[src/rtl/uw_frame_inserter_pkg.sv]
// uw_pkg: shared constants, state encoding and QPSK rotation for the UW framer and resolver
package uw_pkg;
    localparam int UW_LEN = 16;
    localparam int SYM_W  = 2;
    localparam int IDX_W  = 14;

    typedef enum logic [1:0] {IDLE, UW, PAYLOAD} state_t;

    // One +90 degree step on a {q,i} symbol: new_i = ~q, new_q = i
    function automatic logic [SYM_W-1:0] rot90(input logic [SYM_W-1:0] sym);
        return {sym[0], ~sym[1]};
    endfunction
endpackage

[src/rtl/uw_frame_inserter_if.sv]
// uw_frame_inserter_if: payload-in and framed-out valid/ready symbol streams
interface uw_frame_inserter_if;
    logic [uw_pkg::SYM_W-1:0] in_sym;
    logic                     in_valid;
    logic                     in_ready;
    logic [uw_pkg::SYM_W-1:0] out_sym;
    logic                     out_valid;
    logic                     out_ready;
    logic                     out_sof;
    logic                     out_eof;

    modport master (
        output in_sym, in_valid, out_ready,
        input  in_ready, out_sym, out_valid, out_sof, out_eof
    );

    modport slave (
        input  in_sym, in_valid, out_ready,
        output in_ready, out_sym, out_valid, out_sof, out_eof
    );
endinterface

[src/rtl/uw_frame_inserter_qpsk_rotator.sv]
// qpsk_rotator: rotates a {q,i} symbol by rot steps of +90 degrees
module qpsk_rotator
    import uw_pkg::*;
(
    input  logic [SYM_W-1:0] sym_in,
    input  logic [1:0]       rot,
    output logic [SYM_W-1:0] sym_out
);
    logic [SYM_W-1:0] r1, r2, r3;

    // Chain of single steps, then pick the requested amount
    always_comb begin
        r1      = rot90(sym_in);
        r2      = rot90(r1);
        r3      = rot90(r2);
        sym_out = rot == 2'd0 ? sym_in : rot == 2'd1 ? r1 : rot == 2'd2 ? r2 : r3;
    end
endmodule

[src/rtl/uw_frame_inserter.sv]
// uw_frame_inserter: prepends the 16-symbol unique word to each payload; UW_ROT_EN adds per-frame rotation
module uw_frame_inserter
    import uw_pkg::*;
#(
    parameter int PAYLOAD_LEN = 1008,
    parameter int FCNT_W      = 16
) (
    input  logic              clk,
    input  logic              rst,
    input  logic              en,
    input  logic [31:0]       uw_pattern,
`ifdef UW_ROT_EN
    input  logic [1:0]        rot,
`endif
    uw_frame_inserter_if.slave io,
    output logic [IDX_W-1:0]  sym_index,
    output logic [FCNT_W-1:0] frame_cnt
);
    localparam logic [IDX_W-1:0] UW_LAST  = IDX_W'(UW_LEN - 1);
    localparam logic [IDX_W-1:0] LAST_IDX = IDX_W'(UW_LEN + PAYLOAD_LEN - 1);

    state_t             state_q, state_d;
    logic [31:0]        uw_q, uw_d;
    logic [IDX_W-1:0]   pos_q, pos_d;
    logic [SYM_W-1:0]   sym_q, sym_d;
    logic               valid_q, valid_d;
    logic               sof_q, sof_d;
    logic               eof_q, eof_d;
    logic [IDX_W-1:0]   idx_q, idx_d;
    logic [FCNT_W-1:0]  fcnt_q, fcnt_d;

    logic               load, take, from_uw, last;
    logic [31:0]        uw_src;
    logic [SYM_W-1:0]   raw_sym, rot_sym;

    // pos_q is the frame position of the next symbol to load; in IDLE a starting
    // frame reads uw_pattern directly so its first symbol is valid one cycle after en
    assign load        = !valid_q || io.out_ready;
    assign from_uw     = state_q == UW || (state_q == IDLE && en);
    assign take        = load && (from_uw || (state_q == PAYLOAD && io.in_valid));
    assign last        = pos_q == LAST_IDX;
    assign uw_src      = state_q == IDLE ? uw_pattern : uw_q;
    assign raw_sym     = from_uw ? uw_src[{4'd15 - pos_q[3:0], 1'b0} +: SYM_W] : io.in_sym;
    assign io.in_ready = state_q == PAYLOAD && load;

`ifdef UW_ROT_EN
    logic [1:0] rot_q, rot_d, rot_src;

    assign rot_src = state_q == IDLE ? rot : rot_q;

    qpsk_rotator u_rot (
        .sym_in (raw_sym),
        .rot    (rot_src),
        .sym_out(rot_sym)
    );

    // Rotation amount register, captured with the UW at each frame start
    always_ff @(posedge clk) begin
        if (rst) rot_q <= '0;
        else     rot_q <= rot_d;
    end
`else
    assign rot_sym = raw_sym;
`endif

    // State and datapath registers
    always_ff @(posedge clk) begin
        if (rst) begin
            state_q <= IDLE;
            uw_q    <= '0;
            pos_q   <= '0;
            sym_q   <= '0;
            valid_q <= 1'b0;
            sof_q   <= 1'b0;
            eof_q   <= 1'b0;
            idx_q   <= '0;
            fcnt_q  <= '0;
        end else begin
            state_q <= state_d;
            uw_q    <= uw_d;
            pos_q   <= pos_d;
            sym_q   <= sym_d;
            valid_q <= valid_d;
            sof_q   <= sof_d;
            eof_q   <= eof_d;
            idx_q   <= idx_d;
            fcnt_q  <= fcnt_d;
        end
    end

    // Frame sequencing: IDLE -> UW -> PAYLOAD -> UW/IDLE, advancing only on loads
    always_comb begin
        state_d = state_q;
        uw_d    = uw_q;
        pos_d   = pos_q;
`ifdef UW_ROT_EN
        rot_d   = rot_q;
`endif
        if (state_q == IDLE) begin
            if (en) begin
                state_d = UW;
                uw_d    = uw_pattern;
                pos_d   = IDX_W'(take);
`ifdef UW_ROT_EN
                rot_d   = rot;
`endif
            end
        end else if (take) begin
            pos_d = pos_q + 1'b1;
            if (state_q == UW && pos_q == UW_LAST)
                state_d = PAYLOAD;
            if (state_q == PAYLOAD && last) begin
                state_d = en ? UW : IDLE;
                pos_d   = '0;
                if (en) begin
                    uw_d  = uw_pattern;
`ifdef UW_ROT_EN
                    rot_d = rot;
`endif
                end
            end
        end
    end

    // Output register: load when empty or accepted, bubble when nothing is available
    always_comb begin
        sym_d   = take ? rot_sym : sym_q;
        valid_d = take || (valid_q && !load);
        sof_d   = take ? (from_uw && pos_q == '0) : (load ? 1'b0 : sof_q);
        eof_d   = take ? (state_q == PAYLOAD && last) : (load ? 1'b0 : eof_q);
        idx_d   = take ? pos_q : idx_q;
        fcnt_d  = fcnt_q + FCNT_W'(valid_q && io.out_ready && eof_q);
    end

    assign io.out_sym   = sym_q;
    assign io.out_valid = valid_q;
    assign io.out_sof   = sof_q;
    assign io.out_eof   = eof_q;
    assign sym_index    = idx_q;
    assign frame_cnt    = fcnt_q;
endmodule

[src/flat_wrapper.sv]
// flat-port wrapper written by rule: the top's interface ports become plain ports
module uw_frame_inserter_flat import uw_pkg::*;
#(
    parameter int PAYLOAD_LEN = 1008,
    parameter int FCNT_W      = 16
)
  (clk, rst, en, uw_pattern, sym_index, frame_cnt, io_in_sym, io_in_valid, io_out_ready, io_in_ready, io_out_sym, io_out_valid, io_out_sof, io_out_eof);
  uw_frame_inserter_if io_i ();
  input  logic clk;
  input  logic rst;
  input  logic en;
  input  logic [31:0] uw_pattern;
  output logic [IDX_W-1:0] sym_index;
  output logic [FCNT_W-1:0] frame_cnt;
  input wire logic [$bits(io_i.in_sym)-1:0] io_in_sym;
  input wire logic [$bits(io_i.in_valid)-1:0] io_in_valid;
  input wire logic [$bits(io_i.out_ready)-1:0] io_out_ready;
  output wire logic [$bits(io_i.in_ready)-1:0] io_in_ready;
  output wire logic [$bits(io_i.out_sym)-1:0] io_out_sym;
  output wire logic [$bits(io_i.out_valid)-1:0] io_out_valid;
  output wire logic [$bits(io_i.out_sof)-1:0] io_out_sof;
  output wire logic [$bits(io_i.out_eof)-1:0] io_out_eof;
  assign io_i.in_sym = io_in_sym;
  assign io_i.in_valid = io_in_valid;
  assign io_i.out_ready = io_out_ready;
  assign io_in_ready = io_i.in_ready;
  assign io_out_sym = io_i.out_sym;
  assign io_out_valid = io_i.out_valid;
  assign io_out_sof = io_i.out_sof;
  assign io_out_eof = io_i.out_eof;
  uw_frame_inserter #(.PAYLOAD_LEN(PAYLOAD_LEN), .FCNT_W(FCNT_W)) u_core (.clk(clk), .rst(rst), .en(en), .uw_pattern(uw_pattern), .io(io_i), .sym_index(sym_index), .frame_cnt(frame_cnt));
endmodule
[config.mk]
export PLATFORM = sky130hd
export DESIGN_NAME = uw_frame_inserter_flat
export DESIGN_NICKNAME = d
export VERILOG_FILES = /design/src/rtl/uw_frame_inserter_pkg.sv /design/src/rtl/uw_frame_inserter_if.sv /design/src/rtl/uw_frame_inserter_qpsk_rotator.sv /design/src/rtl/uw_frame_inserter.sv /design/src/flat_wrapper.sv
export SDC_FILE = /design/constraint.sdc
export NUM_CORES = 1
export LEC_CHECK = 0
export ABC_AREA = 1
export BUFFER_PORTS_ARGS = -buffer_cell sky130_fd_sc_hd__clkbuf_2
export CAP_MARGIN = 5
export CORE_UTILIZATION = 45
export DETAILED_ROUTE_END_ITERATION = 12
export PLACE_DENSITY = 0.79
export SLEW_MARGIN = 25
export SYNTH_ARGS = -nofsm -noshare
export SYNTH_HDL_FRONTEND = slang
export SYNTH_HIERARCHICAL = 1
export SYNTH_SLANG_ARGS = --single-unit
[constraint.sdc]
create_clock -name clk -period 1.9 [get_ports clk]
set_input_delay 0.285 -clock clk [delete_from_list [all_inputs] [get_ports clk]]
set_output_delay 0.285 -clock clk [all_outputs]
set_load 0.02 [all_outputs]
# --- Word-level counts from Yosys, hierarchy flattened ---
# Index checks and enable logic that the tools add are counted.
classes:
  addsub: 3
  eq_ne: 5
  n_shift: 1
  mux: 19
  reduce_logical: 25
ops:
  columns: ["op", "count"]
  rows:
  - ["32-bit two-way mux", 5]
  - ["14-bit two-way mux", 4]
  - ["32-bit by 6-bit variable part select with 2-bit output", 1]
  - ["16-bit by 1-bit adder with 16-bit output", 1]
  - ["14-bit by 1-bit adder with 14-bit output, second input constant", 1]
  - ["14-bit by 10-bit equality test with 1-bit output, second input constant", 1]
  - ["14-bit by 4-bit equality test with 1-bit output, second input constant", 1]
  - ["14-bit zero test", 1]
  - ["2-bit two-way mux", 6]
  - ["1-bit logical AND", 10]
  - ["2-bit nonzero test", 3]
  - ["1-bit logical OR", 4]
  - ["1-bit two-way mux", 4]
  - ["2-bit AND reduction", 2]
  - ["4-bit subtractor, first input constant", 1]
  - ["3-bit AND reduction", 1]
  - ["3-bit nonzero test", 1]
  - ["2-bit by 1-bit equality test with 1-bit output, second input constant", 1]
  - ["2-bit equality test, second input constant", 1]
  - ["1-bit zero test", 2]
  - ["2-bit zero test", 1]
  - ["2-bit != test, second input constant", 1]
word_totals:
  regBits: 83
  input_bits: 39

# --- Longest topological paths before layout ---
depth:
  word_depth: 7
  depth_mapped: 14
  depth_no_buf: 13

# --- Worst setup path after synthesis ---
# Ideal clock, no wire load.
synth_path:
  kind: "reg2reg"
  start: "register (tool-made name)"
  end: "register u_core.fcnt_q[14] (netlist: u_core/frame_cnt[14])"
  setup_time_ns: 0.119
  arrival_time_ns: 1.853
  required_ns: 1.781
  setup_slack_ns: -0.073
  stages_incl_launch_ff: 14
  synth_period_minus_slack_ns: 1.973
  cell_sequence: "dfxtp_1 -> inv_1 -> nor2_1 -> ha_1 -> ha_1 -> nand2_1 -> inv_1 -> nand4_1 -> nor2_1 -> nand2_1 -> nor2_1 -> nand4_1 -> o21ai_0 -> a21oi_1"
synth_rtl:
  columns: ["item", "line_no", "text"]
  rows:
  - ["to (signal assigned)", "uw_frame_inserter.sv:87", "fcnt_q <= fcnt_d;"]
  - ["to (decl)", "uw_frame_inserter.sv:30", "logic [FCNT_W-1:0] fcnt_q, fcnt_d;"]

# --- Worst setup path after layout ---
layout_path:
  start: "register u_core.eof_q (netlist: u_core/io.out_eof)"
  end: "register u_core.fcnt_q[14] (netlist: u_core/frame_cnt[14])"
layout_via:
  elab_chain_len: 2
layout_lines:
  columns: ["item", "line_no", "text"]
  rows:
  - ["from (decl)", "uw_frame_inserter.sv:28", "logic eof_q, eof_d;"]
  - ["from (signal assigned)", "uw_frame_inserter.sv:85", "eof_q <= eof_d;"]
  - ["1-bit logical AND", "uw_frame_inserter.sv:132", "fcnt_d = fcnt_q + FCNT_W'(valid_q && io.out_ready && eof_q);"]
  - ["16-bit by 1-bit adder with 16-bit output", "uw_frame_inserter.sv:132", null]
# Every way passes these cells.
# A chain may end at the register's enable or synchronous reset.

==> results.yml <==
run_status:
  status: "finished, violations left"
  violations: "negative setup slack"
cells_and_area:
  fill_cells: 866
  nets: 736
  insertedDiodeCount: 0
  layout-area-overhead-vs-synth_pct: 19.8
  fin_cells: 809
  drive_gt1_share_pct: 24.4
critical_path:
  slowest_stage: "dfxtp_2"
  path_class: "reg2reg"
  crit_required_ps: 2150
  worstPathCellList: "nand2_2, nor2_4, ha_4, ha_4, nand2_2, inv_2, nand4_1, nor2_1, nand2_2, nor2_4, nand4_1, o21ai_1, a21oi_1"
  cp_max_fo: 4
  crit_path_start_kind: "register"
  cp-end-kind: "register"
  critPathMostFrequentCell: "nand2_2"
  worstPathArrival_ps: 2160
  critPathMaxStageDelay_ps: 360
sta:
  max_freq_ghz: 0.524
  fin_tns_setup_ps: -13.8
  rsz0062_at_grt: "yes"
  slew_violations: 0
  setup_ws_ps: -8.85
  finalSetupViolCount: 2
  hold_violations: 0
  worstMarginPinSlew_ps: 544
  period_minus_slack_ps: 1910
  maxSlewHeadroom_pct: 63.7
  finalCritPeriodShare_pct: 100
  skew_ps: 11.1
logic_synthesis:
  synth_seq_area_share_pct: 39.1
  synth.ff_latch_count: 83
  synth_top_area_share_pct: 39.1
  synth_nets: 654
  synth-edff-count: 0
  yosysWarnings: 6
  ys_types: 38
  synth_area_leaders: "dfxtp_1 (39%), nand2_1 (11%), a21oi_1 (7.7%)"
  avgSynthCellArea_um2: 6.95
  synth_area_um2: 4250
  yosys-top-cells-count: "nand2_1 (123), inv_1 (85), dfxtp_1 (83), a21oi_1 (65), nor2_1 (48)"
  postSynthCellCount: 611
  synth.most_common_cell: "nand2_1"
  synth_flop_cell: "dfxtp_1"
  async_flop_share_pct: 0
  synth_area_leader_cell: "dfxtp_1"
routing:
  drcViolationCount: 0
  drt-wirelength-per-cell_um: 13.7
  drt_iter0_markers: 280
  vias_per_cell: 5.21
  routed_wirelength_mm: 11.1
  final_antenna_net_count: 0
  num_vias: 4213
  firstDrtPassIters: 5
clock_tree:
  cts_tree: "done"
  clock_latency_ps: 360
  clkSlewWorstSetupHoldPaths_ps: 90
  root_buffer: "clkbuf_8"
  cts-buffers-inserted: 9
  clkSinkCount: 83
  cts.path.max_buffers: 2
  htreeDepth: 3
power_and_ir_drop:
  power.leakage_uw: 0.00228
  powerDensity_nw_per_um2: 764
  vdd_drop_max_mv: 0.404
global_route:
  antenna_found_initial: 0
  grt.overflow.total: 0
  grt_pass1_vias: 3915
  gr-usage-all-layers_pct: 22.3
  grt_max_degree: 33
  grt_pass1_wl_mm: 17.6
die:
  ios: 75
  fp.dieH_um: 99.1
  fp.dieArea_um2: 9830
  core_area_um2: 9200
  row_count: 35
  die_w_um: 99.1
  start_util_pct: 46.2
place:
  gp_congestion: 0.821
  hpwl_mm: 7.59
  dp_cells: 785
  port_buffers: 74
hold_path:
  hold_path.class: "in2reg"
run:
  drv_cap: 0
routing by layer:
metal	GRT usage, %	share of wire, %	vias to the layer above
li1	-	-	2140
met1	27.8	44	1925
met2	37.9	48	122
met3	3.65	5.3	26
met4	10.4	2.6	0
met5	0	0	-
kinds of logic after synthesis:
logic type               Yosys count  synth area share [%]
AND/OR/NAND/NOR                  254                  27.9
AO/OA/AOI/OAI                    146                  18.6
buffers and inverters            120                  12.4
flip-flops                        83                  39.1
XOR/XNOR                           4                 0.825
adder cells (fa/ha/maj)            4                  1.18
sequential cells by signal, indices dropped and copies added (netlist names), named ones only:
| register | cells |
|---|---|
| u_core/state_q | 2 |
| u_core/io.out_eof | 1 |
| u_core/io.out_sof | 1 |
| u_core/frame_cnt | 16 |
| u_core/uw_q | 32 |
| u_core/sym_index | 14 |
| u_core/pos_q | 14 |
| u_core/io.out_sym | 2 |
where the power goes:
group,total [uW],internal (uW),switching [uW]
Sequential,1890,1850,43.1
Combinational,827,277,550
Clock,1160,481,683
cells in the final DEF, fill, tap and decap left out, types with 6 or more instances in the layout:
master      n
a21oi_1    65
o21ai_0    37
dfxtp_1    79
clkbuf_8    9
o21ai_1    28
inv_2       6
inv_1      84
nor3_1      8
nand3_1    44
nor2_1     45
nand4_1     7
nand2_1   119
nand2_2     6
buf_4      21
clkbuf_2   74
worst paths after layout:
kind                                                startpoint                         endpoint  slack (ps)  depth (start not counted)
worst max-delay path            u_core/io.out_eof$_SDFFE_PP0P_  u_core/frame_cnt[14]$_SDFF_PP0_          -9                         13
worst min-delay path                            uw_pattern[25]     u_core/uw_q[25]$_SDFFE_PP0P_         210                          3
worst max register to register  u_core/io.out_eof$_SDFFE_PP0P_  u_core/frame_cnt[14]$_SDFF_PP0_          -9                         13
worst min register to register     u_core/uw_q[2]$_SDFFE_PP0P_      u_core/uw_q[2]$_SDFFE_PP0P_         460                          2
layout make-up:
| cell class | instances | area, um2 | area share [%] |
|---|---|---|---|
| Timing Repair Buffer | 97 | 568 | 11.2 |
| Clock buffer | 9 | 124 | 2.44 |
| Clock inverter | 7 | 55.1 | 1.08 |
| Tap cell | 111 | 139 | 2.73 |
| Inverter | 92 | 352 | 6.91 |
| Multi-Input combinational cell | 410 | 2180 | 42.9 |
| Sequential cell | 83 | 1670 | 32.8 |
critical path, delay by kind of cell (launching register included):
family / cells / cell delay, ps
compound gates: 2 / 230
fa+ha+maj: 2 / 280
buf+inv: 1 / 70
flops: 1 / 360
simple gates: 8 / 860
stage by stage:
step           hold WS, ps  power [uW]  util [%]  area, um2  setup slack, ps
3_5_place_dp           441        2710      51.5       4730            -82.5
6_report               211        3880      55.3       5090            -8.85
4_1_cts                208        3870      53.6       4930            -12.7
3_3_place_gp           431        2680      51.5       4730             23.1
5_1_grt                211        4090      55.3       5090             -107
2_1_floorplan          354        2500         -       4250             57.8
repair_timing:
item,4_1_cts,5_1_grt
gates cloned,1,1
setup endpoints to repair,4,34
buffers inserted,0,6
gates resized for setup,2,26
pin swaps,1,7
hold buffers,0,0
Power figures use the tool's default switching activity.
